==> config.mk <==
export PLATFORM = sky130hd
export DESIGN_NAME = la_cmd_sequencer
export DESIGN_NICKNAME = d
export VERILOG_FILES = /design/src/rtl/la_seq_pkg.sv /design/src/rtl/la_seq_fifo.sv /design/src/rtl/la_cmd_sequencer.sv
export SDC_FILE = /design/constraint.sdc
export NUM_CORES = 1
export LEC_CHECK = 0
export ABC_AREA = 1
export ABC_CLOCK_PERIOD_IN_PS = 5300
export BUFFER_PORTS_ARGS = -buffer_cell sky130_fd_sc_hd__buf_2
export CAP_MARGIN = 15
export CORE_ASPECT_RATIO = 0.6
export CORE_MARGIN = 5
export CORE_UTILIZATION = 50
export DETAILED_ROUTE_END_ITERATION = 6
export PLACE_DENSITY = 0.73
export RECOVER_POWER = 25
export SLEW_MARGIN = 20
export SYNTH_ARGS = -nofsm -noshare
export SYNTH_HDL_FRONTEND = slang
export SYNTH_SLANG_ARGS = --single-unit
==> constraint.sdc <==
create_clock -name wb_clk_i -period 5.3 [get_ports wb_clk_i]
set_input_delay 0.53 -clock wb_clk_i [delete_from_list [all_inputs] [get_ports wb_clk_i]]
set_output_delay 0.53 -clock wb_clk_i [all_outputs]
set_load 0.02 [all_outputs]
==> src/rtl/la_seq_pkg.sv <==
// la_seq_pkg: opcode and state enums, command field positions and status bit
// indices shared by the LA command sequencer and its testable sub-blocks.
package la_seq_pkg;

  typedef enum logic [2:0] {
    OP_NOP   = 3'd0,
    OP_WRITE = 3'd1,
    OP_ADD   = 3'd2,
    OP_READ  = 3'd3,
    OP_ADDI  = 3'd4,
    OP_RSV5  = 3'd5,
    OP_RSV6  = 3'd6,
    OP_CTRL  = 3'd7
  } op_e;

  typedef enum logic [1:0] {
    S_IDLE      = 2'd0,
    S_ISSUE     = 2'd1,
    S_WAIT_RESP = 2'd2
  } state_e;

  localparam int FIELD_W = 3;
  localparam int OP_LSB  = 29;
  localparam int RD_LSB  = 26;
  localparam int RS1_LSB = 23;
  localparam int RS2_LSB = 20;
  localparam int CLR_BIT = 0;

  localparam int ST_BUSY      = 0;
  localparam int ST_OVERFLOW  = 1;
  localparam int ST_ILLEGAL   = 2;
  localparam int ST_TIMEOUT   = 3;
  localparam int ST_COUNT_LSB = 4;
  localparam int ST_COUNT_W   = 4;

  typedef struct packed {
    op_e         op;
    logic [2:0]  rd;
    logic [2:0]  rs1;
    logic [2:0]  rs2;
    logic [31:0] imm;
  } cmd_entry_t;

  function automatic logic is_legal_op(input op_e op);
    return (op == OP_WRITE) || (op == OP_ADD) || (op == OP_READ) || (op == OP_ADDI);
  endfunction

  function automatic cmd_entry_t decode_cmd(input logic [31:0] cmd, input logic [31:0] imm);
    cmd_entry_t e;
    e.op  = op_e'(cmd[OP_LSB +: FIELD_W]);
    e.rd  = cmd[RD_LSB +: FIELD_W];
    e.rs1 = cmd[RS1_LSB +: FIELD_W];
    e.rs2 = cmd[RS2_LSB +: FIELD_W];
    e.imm = imm;
    return e;
  endfunction

endpackage

==> src/rtl/la_seq_fifo.sv <==
// la_seq_fifo: synchronous register-based queue with occupancy count.
// A push on a full queue is accepted only when a pop happens in the same cycle.
module la_seq_fifo #(
  parameter int DEPTH = 4,
  parameter int WIDTH = 44
) (
  input  logic                   clk,
  input  logic                   rst_n,
  input  logic                   push,
  input  logic                   pop,
  input  logic [WIDTH-1:0]       wdata,
  output logic [WIDTH-1:0]       rdata,
  output logic [$clog2(DEPTH):0] count,
  output logic                   full,
  output logic                   empty
);

  localparam int PW = $clog2(DEPTH);

  logic [WIDTH-1:0] mem [DEPTH];
  logic [PW-1:0]    wr_ptr;
  logic [PW-1:0]    rd_ptr;
  logic             do_push;
  logic             do_pop;

  assign full    = (count == (PW + 1)'(DEPTH));
  assign empty   = (count == '0);
  assign do_pop  = pop && !empty;
  assign do_push = push && (!full || do_pop);
  assign rdata   = mem[rd_ptr];

  // Pointers wrap naturally because DEPTH is a power of two.
  always_ff @(posedge clk or negedge rst_n) begin
    if (!rst_n) begin
      wr_ptr <= '0;
      rd_ptr <= '0;
      count  <= '0;
    end else begin
      if (do_push) wr_ptr <= wr_ptr + 1'b1;
      if (do_pop)  rd_ptr <= rd_ptr + 1'b1;
      case ({do_push, do_pop})
        2'b10:   count <= count + 1'b1;
        2'b01:   count <= count - 1'b1;
        default: count <= count;
      endcase
    end
  end

  always_ff @(posedge clk) begin
    if (do_push) mem[wr_ptr] <= wdata;
  end

endmodule

==> src/rtl/la_cmd_sequencer.sv <==
// la_cmd_sequencer: queues toggle-strobed LA commands and issues them one at a
// time to a datapath. Define SEQ_TIMEOUT_EN to enable the WAIT_RESP watchdog.
module la_cmd_sequencer #(
  parameter int FIFO_DEPTH  = 4,
  parameter int TIMEOUT_CYC = 255
) (
  input  logic        wb_clk_i,
  input  logic        wb_rst_i,
  input  logic [31:0] la_cmd_i,
  input  logic [31:0] la_imm_i,
  input  logic        la_strobe_i,
  output logic        cmd_valid_o,
  input  logic        cmd_ready_i,
  output logic [2:0]  cmd_op_o,
  output logic [2:0]  cmd_rd_o,
  output logic [2:0]  cmd_rs1_o,
  output logic [2:0]  cmd_rs2_o,
  output logic [31:0] cmd_imm_o,
  input  logic        resp_valid_i,
  input  logic [31:0] resp_data_i,
  output logic [31:0] result_o,
  output logic [7:0]  status_o
);

  import la_seq_pkg::*;

  localparam int CW = $clog2(FIFO_DEPTH) + 1;
  localparam int EW = $bits(cmd_entry_t);

  state_e        state;
  op_e           in_op;
  cmd_entry_t    in_entry;
  cmd_entry_t    head;
  logic [EW-1:0] head_bits;
  logic [CW-1:0] fifo_count;
  logic          fifo_full;
  logic          fifo_empty;
  logic          strobe_q;
  logic          sticky_ovf;
  logic          sticky_ill;
  logic          timeout_flag;
  logic          strobe_evt;
  logic          clear_evt;
  logic          illegal_evt;
  logic          push_req;
  logic          pop_req;
  logic          overflow_evt;
  logic          tmo_hit;
  logic          busy;
  logic [4:0]    count_ext;
  logic [3:0]    count_disp;
  logic          unused_cmd_bits;

  assign in_op        = op_e'(la_cmd_i[OP_LSB +: FIELD_W]);
  assign in_entry     = decode_cmd(la_cmd_i, la_imm_i);
  assign strobe_evt   = (la_strobe_i != strobe_q);
  assign clear_evt    = strobe_evt && (in_op == OP_CTRL) && la_cmd_i[CLR_BIT];
  assign illegal_evt  = strobe_evt && !is_legal_op(in_op) && (in_op != OP_NOP) && !clear_evt;
  assign push_req     = strobe_evt && is_legal_op(in_op);
  assign pop_req      = cmd_valid_o && cmd_ready_i;
  // A full queue still takes a new command when the head leaves in the same cycle.
  assign overflow_evt = push_req && fifo_full && !pop_req;
  assign unused_cmd_bits = |la_cmd_i[RS2_LSB-1:CLR_BIT+1];

  la_seq_fifo #(
    .DEPTH (FIFO_DEPTH),
    .WIDTH (EW)
  ) u_fifo (
    .clk   (wb_clk_i),
    .rst_n (wb_rst_i),
    .push  (push_req),
    .pop   (pop_req),
    .wdata (in_entry),
    .rdata (head_bits),
    .count (fifo_count),
    .full  (fifo_full),
    .empty (fifo_empty)
  );

  assign head = cmd_entry_t'(head_bits);

`ifdef SEQ_TIMEOUT_EN
  localparam int TW = $clog2(TIMEOUT_CYC + 1);
  logic [TW-1:0] tmo_cnt;

  assign tmo_hit = (state == S_WAIT_RESP) && !resp_valid_i && (tmo_cnt == TW'(TIMEOUT_CYC - 1));

  always_ff @(posedge wb_clk_i or negedge wb_rst_i) begin
    if (!wb_rst_i) begin
      tmo_cnt      <= '0;
      timeout_flag <= 1'b0;
    end else begin
      tmo_cnt <= (state == S_WAIT_RESP) ? tmo_cnt + 1'b1 : '0;
      if (clear_evt)    timeout_flag <= 1'b0;
      else if (tmo_hit) timeout_flag <= 1'b1;
    end
  end
`else
  localparam int unused_timeout_cyc = TIMEOUT_CYC;
  assign tmo_hit      = 1'b0;
  assign timeout_flag = 1'b0;
`endif

  always_ff @(posedge wb_clk_i or negedge wb_rst_i) begin
    if (!wb_rst_i) begin
      strobe_q   <= 1'b0;
      sticky_ovf <= 1'b0;
      sticky_ill <= 1'b0;
    end else begin
      strobe_q <= la_strobe_i;
      if (clear_evt) begin
        sticky_ovf <= 1'b0;
        sticky_ill <= 1'b0;
      end else begin
        if (overflow_evt) sticky_ovf <= 1'b1;
        if (illegal_evt)  sticky_ill <= 1'b1;
      end
    end
  end

  // cmd_* are captured from the queue head on entry to ISSUE and held until accepted.
  always_ff @(posedge wb_clk_i or negedge wb_rst_i) begin
    if (!wb_rst_i) begin
      state       <= S_IDLE;
      cmd_valid_o <= 1'b0;
      cmd_op_o    <= '0;
      cmd_rd_o    <= '0;
      cmd_rs1_o   <= '0;
      cmd_rs2_o   <= '0;
      cmd_imm_o   <= '0;
      result_o    <= '0;
    end else begin
      case (state)
        S_IDLE: begin
          if (!fifo_empty) begin
            state       <= S_ISSUE;
            cmd_valid_o <= 1'b1;
            cmd_op_o    <= head.op;
            cmd_rd_o    <= head.rd;
            cmd_rs1_o   <= head.rs1;
            cmd_rs2_o   <= head.rs2;
            cmd_imm_o   <= head.imm;
          end
        end
        S_ISSUE: begin
          if (cmd_ready_i) begin
            state       <= S_WAIT_RESP;
            cmd_valid_o <= 1'b0;
          end
        end
        S_WAIT_RESP: begin
          if (resp_valid_i) begin
            result_o <= resp_data_i;
            state    <= S_IDLE;
          end else if (tmo_hit) begin
            state <= S_IDLE;
          end
        end
        default: begin
          state       <= S_IDLE;
          cmd_valid_o <= 1'b0;
        end
      endcase
    end
  end

  assign busy       = (state != S_IDLE) || !fifo_empty;
  assign count_ext  = 5'(fifo_count);
  assign count_disp = (count_ext > 5'd15) ? 4'hF : count_ext[3:0];

  always_comb begin
    status_o = '0;
    status_o[ST_BUSY]     = busy;
    status_o[ST_OVERFLOW] = sticky_ovf;
    status_o[ST_ILLEGAL]  = sticky_ill;
    status_o[ST_TIMEOUT]  = timeout_flag;
    status_o[ST_COUNT_LSB +: ST_COUNT_W] = count_disp;
  end

endmodule

==> metrics.txt <==
# TYPE chip_impl_metric gauge
chip_impl_metric{name="grt_max_degree",unit=""} 91
chip_impl_metric{name="worstMarginPinSlew",unit="ps"} 1056
chip_impl_metric{name="cp.required",unit="ps"} 5650
chip_impl_metric{name="synthDistinctLibCells",unit=""} 30
chip_impl_metric{name="core-area",unit="um^2"} 19970
chip_impl_metric{name="layout-drive-gt1-share",unit=""} 0.2232
chip_impl_metric{name="cp_data_arrival_time",unit="ps"} 2980
chip_impl_metric{name="total_standard_cell_area_after_synthesis",unit="um^2"} 10120
chip_impl_metric{name="synth-seq-cells",unit=""} 265
chip_impl_metric{name="numCtsBuffers",unit=""} 24
chip_impl_metric{name="yosys_warnings",unit=""} 0
chip_impl_metric{name="clk_latency",unit="ps"} 510
chip_impl_info{name="worst_setup_path_end_kind",value="flip-flop"} 1
chip_impl_metric{name="route.detailed.vias_per_inst",unit=""} 5.120
chip_impl_metric{name="final.setup.tns",unit="ps"} 0
chip_impl_metric{name="timing.max_slew.rel_slack",unit=""} 0.2961
chip_impl_info{name="dominant_combinational_cell_family_by_area_after_synthesis",value="simple AND/OR/NAND/NOR gates"} 1
chip_impl_metric{name="initial_utilization",unit=""} 0.5068
chip_impl_info{name="cts_tree",value="yes"} 1
chip_impl_metric{name="max_stage_delay",unit="ps"} 1030
chip_impl_metric{name="power.switching",unit="uW"} 2545
chip_impl_info{name="grt_setup_unrepaired",value="false"} 1
chip_impl_metric{name="r2r_cells",unit=""} 4
chip_impl_info{name="cts_root_cell",value="sky130_fd_sc_hd__clkbuf_16"} 1
chip_impl_metric{name="detailed_router_iteration_count_before_antenna_repair",unit=""} 7
chip_impl_metric{name="global_route.usage.total",unit=""} 0.1769
chip_impl_metric{name="numClockSinks",unit=""} 265
chip_impl_info{name="critPathLaunchType",value="flip-flop"} 1
chip_impl_metric{name="pwr-share-clk",unit=""} 0.251
chip_impl_metric{name="timing.final.setup_violations",unit=""} 0
chip_impl_metric{name="finalCritPeriodShare",unit=""} 0.4959
chip_impl_metric{name="post_synth_fa_ha_maj_area_fraction",unit=""} 0.006924
chip_impl_metric{name="synth.area.mux_share",unit=""} 0.03561
chip_impl_metric{name="synthToLayoutAreaGrowth",unit="%"} 17.48
chip_impl_metric{name="clk_path_buf_depth",unit=""} 3
chip_impl_metric{name="finalWeightedCongestion",unit=""} 0.7697
chip_impl_metric{name="total_via_count_after_detailed_routing",unit=""} 6262
chip_impl_metric{name="synth_async_sr_flop_share",unit=""} 0.3358
chip_impl_metric{name="fin_crit",unit="ps"} 2628
chip_impl_metric{name="whs_path_depth",unit=""} 1
chip_impl_info{name="cp_cell_sequence",value="inv_2 > buf_4 > o21ai_0 > a31oi_1"} 1
chip_impl_metric{name="final_core_utilization",unit=""} 0.5954
chip_impl_metric{name="worst-path-max-fanout",unit=""} 90
chip_impl_metric{name="route.detailed.wl_per_inst",unit="um"} 17.34
chip_impl_metric{name="share_of_the_synthesized_area_in_compound_gates_ao_oa_aoi_oai",unit=""} 0.07517
chip_impl_metric{name="ant_cells",unit=""} 0
chip_impl_metric{name="pin_count",unit=""} 186
chip_impl_metric{name="grt_antenna_before_repair",unit=""} 1
chip_impl_metric{name="pwr-share-comb",unit=""} 0.314
chip_impl_metric{name="fp.dieW",unit="um"} 193.7
chip_impl_info{name="hold_path.class",value="in2reg"} 1
chip_impl_metric{name="power_report.internal_total",unit="uW"} 4542
chip_impl_metric{name="finish.cell_count_without_fillers",unit=""} 1223
chip_impl_metric{name="vdd_ir_drop_max",unit="V"} 0.0003277
chip_impl_metric{name="power.share.sequential",unit=""} 0.434
chip_impl_metric{name="cp.buffers_inverters",unit=""} 2
chip_impl_metric{name="drt_drc_violations_left",unit=""} 0
chip_impl_metric{name="design.die.area",unit="um^2"} 23280
chip_impl_metric{name="switching_share",unit=""} 0.3591
chip_impl_info{name="synth_top_flop_cell",value="sky130_fd_sc_hd__edfxtp_1"} 1
chip_impl_metric{name="postCtsSetupRepairBufs",unit=""} 0
chip_impl_metric{name="grt_first_pass_wirelength",unit="mm"} 33.24
chip_impl_metric{name="grt_overflow",unit=""} 0
chip_impl_metric{name="ys_seq_area_frac",unit=""} 0.7423
chip_impl_metric{name="count_of_filler_cells_inserted_in_the_layout",unit=""} 1631
chip_impl_metric{name="route.antenna.remaining_nets",unit=""} 0
chip_impl_metric{name="drv_cap",unit=""} 0
chip_impl_metric{name="clock.fmax",unit="MHz"} 380.5
chip_impl_metric{name="hold_violation_count_in_the_final_report",unit=""} 0
chip_impl_metric{name="power.density",unit="nW/um^2"} 596.1
chip_impl_metric{name="h-tree-depth",unit=""} 1
chip_impl_metric{name="number_of_global_route_vias_before_repair",unit=""} 6134
chip_impl_metric{name="critical_path_cell_count",unit=""} 4
chip_impl_metric{name="nets",unit=""} 1038
chip_impl_info{name="critical_path.top_delay_family",value="flip-flops"} 1
chip_impl_metric{name="place.detailed.hpwl",unit="mm"} 12.72
chip_impl_metric{name="drv_slew",unit=""} 0
chip_impl_metric{name="die-height",unit="um"} 120.2
chip_impl_info{name="critical_path_class",value="reg2reg"} 1
chip_impl_metric{name="syn_inst",unit=""} 778
chip_impl_metric{name="synthSimpleGateAreaFrac",unit=""} 0.1021
chip_impl_metric{name="rows",unit=""} 40
chip_impl_info{name="outcome",value="completed"} 1
chip_impl_metric{name="cell_count_after_placement",unit=""} 1178
chip_impl_metric{name="p_leak",unit="uW"} 0.004545
chip_impl_metric{name="synth_edf_count",unit=""} 176
chip_impl_metric{name="worst_clock_skew",unit="ps"} 14.24
chip_impl_metric{name="mean_instance_size_in_the_synthesized_netlist",unit="um^2"} 13.01
chip_impl_info{name="cpMaxStageDelayCell",value="sky130_fd_sc_hd__dfrtp_4"} 1
chip_impl_metric{name="final_routed_wirelength",unit="mm"} 21.21
chip_impl_metric{name="synth-xor-area-share",unit=""} 0.002596
chip_impl_metric{name="portBuffers",unit=""} 164
chip_impl_metric{name="starting_drc_count_in_detailed_routing",unit=""} 361
chip_impl_metric{name="clk_pin_slew_worst_paths",unit="ps"} 60
[timing repair]
| action | in CTS | in global routing |
|---|---|---|
| hold buffers | 1 | 0 |
| gates resized for setup | 0 | 0 |
| endpoints found under the hold margin | 12 | 0 |
[flip-flops by register name (all words and copies together), names as in the netlist, 3 cells and up]
register and cells:
cmd_imm_o 32, cmd_rs1_o 3, u_fifo.count 3, u_fifo.mem 176
cmd_op_o 3, result_o 32, cmd_rs2_o 3, cmd_rd_o 3
[through the flow]
stage | power (uW) | setup slack (ps) | cell area [um^2] | hold slack [ps]
after floorplan | 4665 | 2018 | 10120 | 234.4
after global placement | 5319 | 2413 | 11100 | 468.9
after detailed placement | 5380 | 2413 | 11100 | 476.3
after CTS | 7173 | 2570 | 11940 | 135.7
after global routing | 7554 | 2430 | 11890 | 161.6
final | 7087 | 2672 | 11890 | 168.5
[final timing paths]
check	startpoint	end	slack (ps)
setup / recovery	u_fifo.rd_ptr[0]	cmd_rs1_o[0]	2670
hold / removal	la_strobe_i	strobe_q	170
setup reg to reg	u_fifo.rd_ptr[0]	cmd_rs1_o[0]	2670
hold reg to reg	result_o[6]	result_o[6]	490
max in group asynchronous	wb_rst_i	result_o[14]	3610
min in group asynchronous	wb_rst_i	cmd_imm_o[27]	530
[per-layer routing]
layer	global-route usage	routed length (um)	vias up
met2	0.2822	9730	182
met3	0.04038	1555	34
met5	0	12	-
li1	-	-	3012
met4	0.03935	319	2
met1	0.2526	9592	3032
[synth_stat cells, drive strengths merged (4+ instances only)]
master,number,area (um^2)
o21ai,90,450.4
clkbuf,12,46.29
inv,21,78.82
nor2,235,887.1
nand2,25,101.4
mux2,32,360.3
buf,33,227.7
a31oi,44,275.3
ha,4,50.05
dfrtp,89,2227
edfxtp,176,5285
[kinds of logic (layout without fill, tap and decap cells)]
logic type / count (synthesis) / in the layout
multiplexers: 32 / 32
AND/OR/NAND/NOR: 268 / 268
other: 1 / 2
adder cells (fa/ha/maj): 5 / 5
buffers and inverters: 66 / 237
XOR/XNOR: 3 / 3
flip-flops: 265 / 265
AO/OA/AOI/OAI: 138 / 138
[cell usage in the layout (no fill, tap or decap), types with 22 or more instances in the layout]
master                      netlist  layout
sky130_fd_sc_hd__a31oi_1         44      44
sky130_fd_sc_hd__nor2_1         233     229
sky130_fd_sc_hd__mux2_2          29      29
sky130_fd_sc_hd__clkbuf_16        0      25
sky130_fd_sc_hd__o21ai_0         82      82
sky130_fd_sc_hd__edfxtp_1       176     176
sky130_fd_sc_hd__nand2_1         22      22
sky130_fd_sc_hd__clkbuf_1        11      48
sky130_fd_sc_hd__dfrtp_1         89      87
sky130_fd_sc_hd__buf_2           17     123
[power by group through the flow]
stage	Combinational, uW	Sequential (uW)	Clock (uW)
after floorplan	1370	3300	0
after global placement	2220	3100	0
after detailed placement	2260	3120	0
after CTS	2270	3080	1820
after global routing	2500	3140	1920
final	2230	3080	1780
[final cells by class]
cell class | count | area [um^2] | share of cell area
Clock inverter | 7 | 115.1 | 0.009682
Inverter | 21 | 80.08 | 0.006735
Timing Repair Buffer | 172 | 835.8 | 0.07030
Multi-Input combinational cell | 448 | 2288 | 0.1925
Clock buffer | 37 | 710.7 | 0.05978
Sequential cell | 265 | 7517 | 0.6323
Tap cell | 273 | 341.6 | 0.02873
Power figures use the tool's default switching activity.
